[config.mk]
export PLATFORM = sky130hd
export DESIGN_NAME = mux_sel_arbiter
export DESIGN_NICKNAME = d
export VERILOG_FILES = /design/src/rtl/mux_pkg.sv /design/src/rtl/mux_sel_arbiter_out_slot.sv /design/src/rtl/mux_sel_arbiter.sv
export SDC_FILE = /design/constraint.sdc
export NUM_CORES = 1
export LEC_CHECK = 0
export ABC_AREA = 1
export BUFFER_PORTS_ARGS = -buffer_cell sky130_fd_sc_hd__buf_2
export CAP_MARGIN = 25
export CORE_ASPECT_RATIO = 0.9
export CORE_MARGIN = 2
export CORE_UTILIZATION = 40
export CTS_BUF_LIST = sky130_fd_sc_hd__clkbuf_16
export DETAILED_ROUTE_END_ITERATION = 10
export PLACE_DENSITY = 0.66
export SLEW_MARGIN = 20
export SYNTH_ARGS = -nofsm -noshare
export SYNTH_HDL_FRONTEND = slang
export SYNTH_SLANG_ARGS = --single-unit
[constraint.sdc]
create_clock -name clk -period 3.8 [get_ports clk]
set_input_delay 0.38 -clock clk [delete_from_list [all_inputs] [get_ports clk]]
set_output_delay 0.38 -clock clk [all_outputs]
set_load 0.05 [all_outputs]
[src/rtl/mux_pkg.sv]
`default_nettype none
// ============================================================================
// Package : mux_pkg
// Purpose : Types and constants shared by the 2:1 mux stage and its
//           upstream round-robin arbiter (mux_sel_arbiter).
//           - state_e : arbitration FSM states
//           - SEL_A / SEL_B : select-line encoding seen by the mux
// Revision: 1.0 - initial release
// ============================================================================
package mux_pkg;

    typedef enum logic [1:0] {
        IDLE    = 2'd0,
        GRANT_A = 2'd1,
        GRANT_B = 2'd2
    } state_e;

    localparam logic SEL_A = 1'b0;
    localparam logic SEL_B = 1'b1;

endpackage
`default_nettype wire

[src/rtl/mux_sel_arbiter_out_slot.sv]
`default_nettype none
// ============================================================================
// Module  : out_slot_reg
// Purpose : One-entry valid/ready output register holding data, last flag
//           and mux select for a single beat.
// Ports   : clk, rst_n         - clock, async active-low reset
//           i_load             - capture i_data/i_last/i_sel this edge
//           i_data/i_last/i_sel- beat to capture
//           i_out_ready        - downstream accepts the held beat
//           o_valid/o_data/o_last/o_sel - registered beat
//           o_slot_free        - slot can take a new beat this cycle
// Revision: 1.0 - initial release
// ============================================================================
module out_slot_reg #(
    parameter int WIDTH = 8
) (
    input  logic             clk,
    input  logic             rst_n,
    input  logic             i_load,
    input  logic [WIDTH-1:0] i_data,
    input  logic             i_last,
    input  logic             i_sel,
    input  logic             i_out_ready,
    output logic             o_valid,
    output logic [WIDTH-1:0] o_data,
    output logic             o_last,
    output logic             o_sel,
    output logic             o_slot_free
);

    logic             r_valid;
    logic [WIDTH-1:0] r_data;
    logic             r_last;
    logic             r_sel;

    // The upstream only loads when the slot is free, so a load always
    // overwrites either an empty slot or a beat leaving this very edge.
    always_ff @(posedge clk or negedge rst_n) begin
        if (!rst_n) begin
            r_valid <= 1'b0;
            r_data  <= '0;
            r_last  <= 1'b0;
            r_sel   <= 1'b0;
        end else if (i_load) begin
            r_valid <= 1'b1;
            r_data  <= i_data;
            r_last  <= i_last;
            r_sel   <= i_sel;
        end else if (i_out_ready) begin
            // Beat drained, nothing new: payload is left as-is, only valid drops.
            r_valid <= 1'b0;
        end
    end

    assign o_valid     = r_valid;
    assign o_data      = r_data;
    assign o_last      = r_last;
    assign o_sel       = r_sel;
    assign o_slot_free = ~r_valid | i_out_ready;

endmodule
`default_nettype wire

[src/rtl/mux_sel_arbiter.sv]
`default_nettype none
// ============================================================================
// Module  : mux_sel_arbiter
// Purpose : Two-source round-robin packet arbiter driving the sel line of
//           the downstream 2:1 mux. Holds a grant for a whole packet or up
//           to MAX_BURST beats, forwarding beats through one registered slot.
// Ports   : clk, rst_n                      - clock, async active-low reset
//           i_a_valid/i_a_data/i_a_last     - source A beat
//           o_a_ready                       - source A beat accepted
//           i_b_valid/i_b_data/i_b_last     - source B beat
//           o_b_ready                       - source B beat accepted
//           o_out_valid/o_out_data/o_out_last, i_out_ready - output beat
//           o_sel                           - 0 = beat from A, 1 = from B
//           o_busy                          - a grant is active
// Revision: 1.0 - initial release
// ============================================================================
module mux_sel_arbiter
    import mux_pkg::*;
#(
    parameter int WIDTH     = 8,
    parameter int MAX_BURST = 16,
    parameter int CNT_W     = 5
) (
    input  logic             clk,
    input  logic             rst_n,
    input  logic             i_a_valid,
    input  logic [WIDTH-1:0] i_a_data,
    input  logic             i_a_last,
    output logic             o_a_ready,
    input  logic             i_b_valid,
    input  logic [WIDTH-1:0] i_b_data,
    input  logic             i_b_last,
    output logic             o_b_ready,
    output logic             o_out_valid,
    output logic [WIDTH-1:0] o_out_data,
    output logic             o_out_last,
    input  logic             i_out_ready,
    output logic             o_sel,
    output logic             o_busy
);

    state_e           r_state;
    logic             r_prio;
    logic [CNT_W-1:0] r_burst_cnt;

    logic             w_slot_free;
    logic             w_a_ready;
    logic             w_b_ready;
    logic             w_a_acc;
    logic             w_b_acc;
    logic             w_acc;
    logic [WIDTH-1:0] w_acc_data;
    logic             w_acc_last;
    logic             w_acc_sel;
    logic [CNT_W-1:0] w_cnt_next;
    logic             w_burst_full;
    logic             w_release;

    // Ready is only offered by the granted source, and only when the output
    // slot can absorb the beat this cycle.
    assign w_a_ready  = (r_state == GRANT_A) & w_slot_free;
    assign w_b_ready  = (r_state == GRANT_B) & w_slot_free;
    assign w_a_acc    = w_a_ready & i_a_valid;
    assign w_b_acc    = w_b_ready & i_b_valid;
    assign w_acc      = w_a_acc | w_b_acc;

    assign w_acc_data = w_b_acc ? i_b_data : i_a_data;
    assign w_acc_last = w_b_acc ? i_b_last : i_a_last;
    assign w_acc_sel  = w_b_acc ? SEL_B : SEL_A;

    // A beat that ends the packet or fills the burst budget closes the grant;
    // both at once still produce exactly one release.
    assign w_cnt_next   = r_burst_cnt + CNT_W'(1);
    assign w_burst_full = (w_cnt_next == CNT_W'(MAX_BURST));
    assign w_release    = w_acc & (w_acc_last | w_burst_full);

    always_ff @(posedge clk or negedge rst_n) begin
        if (!rst_n) begin
            r_state     <= IDLE;
            r_prio      <= SEL_A;
            r_burst_cnt <= '0;
        end else begin
            case (r_state)
                IDLE: begin
                    // Decision uses valids only; no beat is taken this cycle.
                    if (i_a_valid && (!i_b_valid || r_prio == SEL_A)) begin
                        r_state <= GRANT_A;
                    end else if (i_b_valid) begin
                        r_state <= GRANT_B;
                    end
                end
                GRANT_A, GRANT_B: begin
                    if (w_release) begin
                        r_state     <= IDLE;
                        r_burst_cnt <= '0;
                        r_prio      <= (r_state == GRANT_A) ? SEL_B : SEL_A;
                    end else if (w_acc) begin
                        r_burst_cnt <= w_cnt_next;
                    end
                end
                default: begin
                    r_state     <= IDLE;
                    r_burst_cnt <= '0;
                end
            endcase
        end
    end

    out_slot_reg #(
        .WIDTH (WIDTH)
    ) u_out_slot (
        .clk         (clk),
        .rst_n       (rst_n),
        .i_load      (w_acc),
        .i_data      (w_acc_data),
        .i_last      (w_acc_last),
        .i_sel       (w_acc_sel),
        .i_out_ready (i_out_ready),
        .o_valid     (o_out_valid),
        .o_data      (o_out_data),
        .o_last      (o_out_last),
        .o_sel       (o_sel),
        .o_slot_free (w_slot_free)
    );

    assign o_a_ready = w_a_ready;
    assign o_b_ready = w_b_ready;
    assign o_busy    = (r_state != IDLE);

endmodule
`default_nettype wire

### Word-level counts from Yosys, hierarchy flattened

Cells that the tools add are included.

| word-level totals | value |
|---|---|
| flip-flop bits (word level) | 19 |
| input port bits | 23 |
| output and inout port bits | 14 |

| cells by class | value |
|---|---|
| add/subtract/negate cells | 1 |
| equal/unequal tests | 6 |
| muxes and demuxes | 13 |
| bitwise operators | 11 |
| reductions and logical operators | 10 |

Operators by type and width:

| cell | count |
|---|---|
| $mux 5 | 2 |
| $pmux 5 s2 | 1 |
| $mux 8 | 1 |
| $mux 2 | 3 |
| $ne 3x3->1 const B | 2 |
| $reduce_and 2->1 | 3 |
| $add 5x1->5 const B | 1 |
| $and 1x1->1 | 5 |
| $eq 5x5->1 const B | 1 |
| $mux 1 | 5 |
| $pmux 2 s2 | 1 |
| $reduce_bool 2->1 | 2 |
| $not 1->1 | 3 |
| $or 1x1->1 | 3 |
| $eq 2x1->1 const B | 1 |
| $eq 2x2->1 const B | 1 |
| $logic_not 2->1 | 1 |
| $ne 2x2->1 const B | 1 |
| $reduce_or 2->1 | 1 |
| $logic_and 1x1->1 | 1 |
| $logic_not 1->1 | 1 |
| $logic_or 1x1->1 | 1 |

### Longest topological paths before layout

| logic depth | value |
|---|---|
| depth after elaboration | 9 |
| gate-level depth with buffers | 11 |
| mapped depth without buffers | 11 |

### Cells and area by module

A second synthesis with hierarchy kept.

| second synthesis, totals | value |
|---|---|
| cell total of the unflattened synthesis | 150 |
| area, all modules | 1,094.8 sq um |

Modules (own cells, without submodules):

| module | instances | cells each | area an instance (sq um) | seq. area each (sq um) |
|---|---|---|---|---|
| mux_sel_arbiter | 1 | 103 | 673.1 | 200.2 |
| out_slot_reg | 1 | 47 | 421.7 | 275.3 |

### Worst setup path after synthesis

No wires, ideal clock.

| timing | value |
|---|---|
| kind | flip-flop to output port |
| start point | register u_out_slot.r_valid, in the netlist u_out_slot.o_valid |
| end point | output o_a_ready |
| data arrival time | 1.456 ns |
| required time | 3.420 ns |
| setup slack | 1.964 ns |
| cell stages (with the launch flop) | 2 |
| path buffers | 0 |
| cells stage by stage | dfrtp_1 a21oi_1 |

| on the way | value |
|---|---|
| word-level cells in the longest chain between the ends | 3 |

Ends and longest elaborated chain:

| element | RTL line | RTL |
|---|---|---|
| from (decl) | mux_sel_arbiter_out_slot.sv:31 | `logic r_valid;` |
| from (signal assigned) | mux_sel_arbiter_out_slot.sv:40 | `r_valid <= 1'b0;` |
| from (signal assigned) | mux_sel_arbiter_out_slot.sv:45 | `r_valid <= 1'b1;` |
| from (signal assigned) | mux_sel_arbiter_out_slot.sv:51 | `r_valid <= 1'b0;` |
| $not 1->1 | mux_sel_arbiter_out_slot.sv:59 | `assign o_slot_free = ~r_valid \| i_out_ready;` |
| $or 1x1->1 | mux_sel_arbiter_out_slot.sv:59 |  |
| $and 1x1->1 | mux_sel_arbiter.sv:61 | `assign w_a_ready = (r_state == GRANT_A) & w_slot_free;` |
| to (decl) | mux_sel_arbiter.sv:29 | `output logic o_a_ready,` |

Every way passes these cells.

### Worst setup path after layout

| timing | value |
|---|---|
| start point | register r_state[0] |
| end point | output o_b_ready |

| on the way | value |
|---|---|
| word-level cells in the longest chain between the ends | 2 |

Ends and longest elaborated chain:

| element | RTL line | RTL |
|---|---|---|
| from (decl) | mux_sel_arbiter.sv:42 | `state_e r_state;` |
| from (signal assigned) | mux_sel_arbiter.sv:79 | `r_state <= IDLE;` |
| from (signal assigned) | mux_sel_arbiter.sv:87 | `r_state <= GRANT_A;` |
| from (signal assigned) | mux_sel_arbiter.sv:89 | `r_state <= GRANT_B;` |
| $eq 2x2->1 | mux_sel_arbiter.sv:62 | `assign w_b_ready = (r_state == GRANT_B) & w_slot_free;` |
| $and 1x1->1 | mux_sel_arbiter.sv:62 |  |
| to (decl) | mux_sel_arbiter.sv:33 | `output logic o_b_ready,` |

Every way passes these cells.

==> qor.csv <==
metric,value,unit
core area,0.00273,mm^2
Final Max Tran Viols,0,
count of input and output buffers,36,
Seq cells post-synth,19,
DIE AREA,0.00327,mm^2
sequential share of the synthesized area,42.1,%
Tmin final,2.06,ns
CTS tree,built,
Post-route DRC,0,
Tightest Pin Transition,0.430,ns
Initial Utilization,41.5,%
Setup Skew,0.00287,ns
Fin Setup TNS,0,ns
CP startpoint,r_state[0],
vias,1057,
r2r startpoint,r_state[0],
min-delay worst type,primary input to async pin,
"antenna viol nets, final",0,
post-synth top area share,42.1,%
layout cell share with drive strength beyond 1,30.9,%
Congestion Overflow GR,0,
nets,206,
Gate power share,55.1,%
crit path launch type,flip-flop,
"Setup violations, final",0,
TritonRoute pass-1 iters,4,
Yosys cell types,19,
top_reg_cell synth,dfrtp_1,
largest net degree at the start of global routing,20,
critical-path cell list,inv_1 -> ha_1 -> a21boi_2 -> buf_2,
Clock H-tree levels,1,
number of synthesized flops with an enable pin,0,
Clock power frac,16.9,%
DR WL/cell,11.7,um
Die W,60.0,um
post-route clock period utilization,54.2,%
"Max FO, Critical Path",9,
Final HPWL DP,1930,um
most frequent standard cell in the layout excluding fill and tap cells,buf_2,
CTS root buf,clkbuf_16,
register share of total power,27.9,%
row cnt,18,
CTS buffer count,3,
worst setup path class,flip-flop to output pin,
Achievable Freq,0.486,GHz
Fillers,264,
TritonCTS Sinks,19,
Syn Inst Count,144,
LEAKAGE,0.743,nW
max_slew headroom,71.4,%
Layout area overhead,23.3,%
vias in the first global route,964,
Critical Path End Type,output pin,
post-CTS setup buffers,0,
Pint,0.599,mW
Synth async-reset ratio,100,%
status,"complete, no violations",
Power Density,894,mW/mm^2
ranking of synthesized cells by area,"dfrtp_1 42%, nand2_1 9.3%, nand3_1 7.5%",
Max VDD drop,0.000606,V
Hold Fails Final Rpt,0,
final wirelength,2540,um
"Largest stage delay, worst path",0.40,ns
leading area contributor after synthesis,dfrtp_1,
CTS resizes,0,
Psw,0.646,mW
Total GRT Usage,17.2,%
GPL Wtd Cong,0.808,
Crit-path slowest cell,dfrtp_1,
Max Root-Sink Buffers,2,
Final WS setup,1.74,ns
detail-routed via count per cell,4.85,
initial antenna violation count,0,
RSZ-0062 raised after global routing,no,
Worst-Skew Late Latency,0.25,ns
YS warnings,0,
most frequent cells in the layout,"36 x buf_2, 28 x nand2_1, 19 x dfrtp_1, 17 x nand3_1, 14 x nor2_1",
mean area per synthesized cell,7.85,um^2
Initial DRC Count,30,
Post-CTS Hold Fix Bufs,0,
first-pass GRT wire length,4220,um
Die H,54.4,um
pre-CTS setup slack,1.95,ns
I/O Pins,37,
total of max-cap violations,0,
Switching Share,51.9,%
syn nets,171,
WP data required,3.42,ns
Critical Path AT,1.68,ns
Overall Power,1.25,mW
"CTS clk-pin slew, worst paths",0.05,ns
mapped cell area,0.00113,mm^2
ant diodes,0,
[synthesized netlist by cell type (2+ instances only)]
library cell	count
nand2_1	28
dfrtp_1	19
nand3_1	17
nor2_1	14
inv_1	13
a21oi_1	10
nand4_1	9
o21ai_0	8
nand2_2	7
ha_1	4
nand3_2	4
buf_2	3
inv_2	2
[final timing paths]
check                                        to  slack (ns)  cells after the start
hold reg to reg                u_out_slot.o_sel        0.49                      2
setup reg to reg                     r_state[1]        1.97                      9
min in group clk           u_out_slot.o_data[6]        0.39                      3
hold / removal             u_out_slot.o_data[7]        0.06                      1
max in group asynchronous        r_burst_cnt[4]        3.43                      1
setup / recovery                      o_b_ready        1.74                      4
[state kept, by name, indices dropped and copies added (netlist names)]
| name | flops |
|---|---|
| r_burst_cnt | 5 |
| u_out_slot.o_last | 1 |
| r_prio | 1 |
| r_state | 2 |
| u_out_slot.o_valid | 1 |
| u_out_slot.o_sel | 1 |
| u_out_slot.o_data | 8 |
[power by group through the flow]
stage / sequential [mW] / combinational [mW] / clock [mW]
floorplan: 0.550 / 0.349 / 0
global placement: 0.346 / 0.678 / 0
detailed placement: 0.350 / 0.689 / 0
CTS: 0.348 / 0.692 / 0.217
global route: 0.358 / 0.751 / 0.228
finish: 0.348 / 0.686 / 0.211
[metal layers]
metal / GRT usage [%] / vias up / routed length, um
met1: 23.1 / 491 / 1220
met3: 4.96 / 2 / 140
met2: 28.4 / 23 / 1170
met4: 2.22 / 0 / 13
met5: 0 / - / 0
li1: - / 541 / -
[stage by stage]
stage | utilization, % | cells | instance area (um^2) | hold WS, ns
2_1_floorplan | - | 144 | 1130 | 0.0844
3_3_place_gp | 48.2 | 214 | 1310 | 0.345
3_5_place_dp | 48.2 | 214 | 1310 | 0.345
4_1_cts | 51.1 | 218 | 1390 | 0.0780
5_1_grt | 51.1 | 218 | 1390 | 0.0997
6_report | 51.1 | 218 | 1390 | 0.0647
[logic make-up after synthesis]
family | synth area share [%]
simple gates | 34.9
flops | 42.1
compound gates | 9.41
buf+inv | 9.19
fa+ha+maj | 4.43
[worst max-delay path, delay by kind of cell, from the launching register on]
family | cells | cell delay, ns
compound gates | 1 | 0.40
fa+ha+maj | 1 | 0.20
buf+inv | 2 | 0.43
flops | 1 | 0.40
[final cells by class]
type	instances	area, um^2	share of cell area (%)
tap	40	50.0	3.59
clock inverter	1	5.00	0.359
clock buffer	3	75.1	5.39
timing repair buffer	36	180	12.9
inverter	15	56.3	4.04
multi-input combinational	104	551	39.5
sequential	19	475	34.1
(Power assumes the default switching activity.)
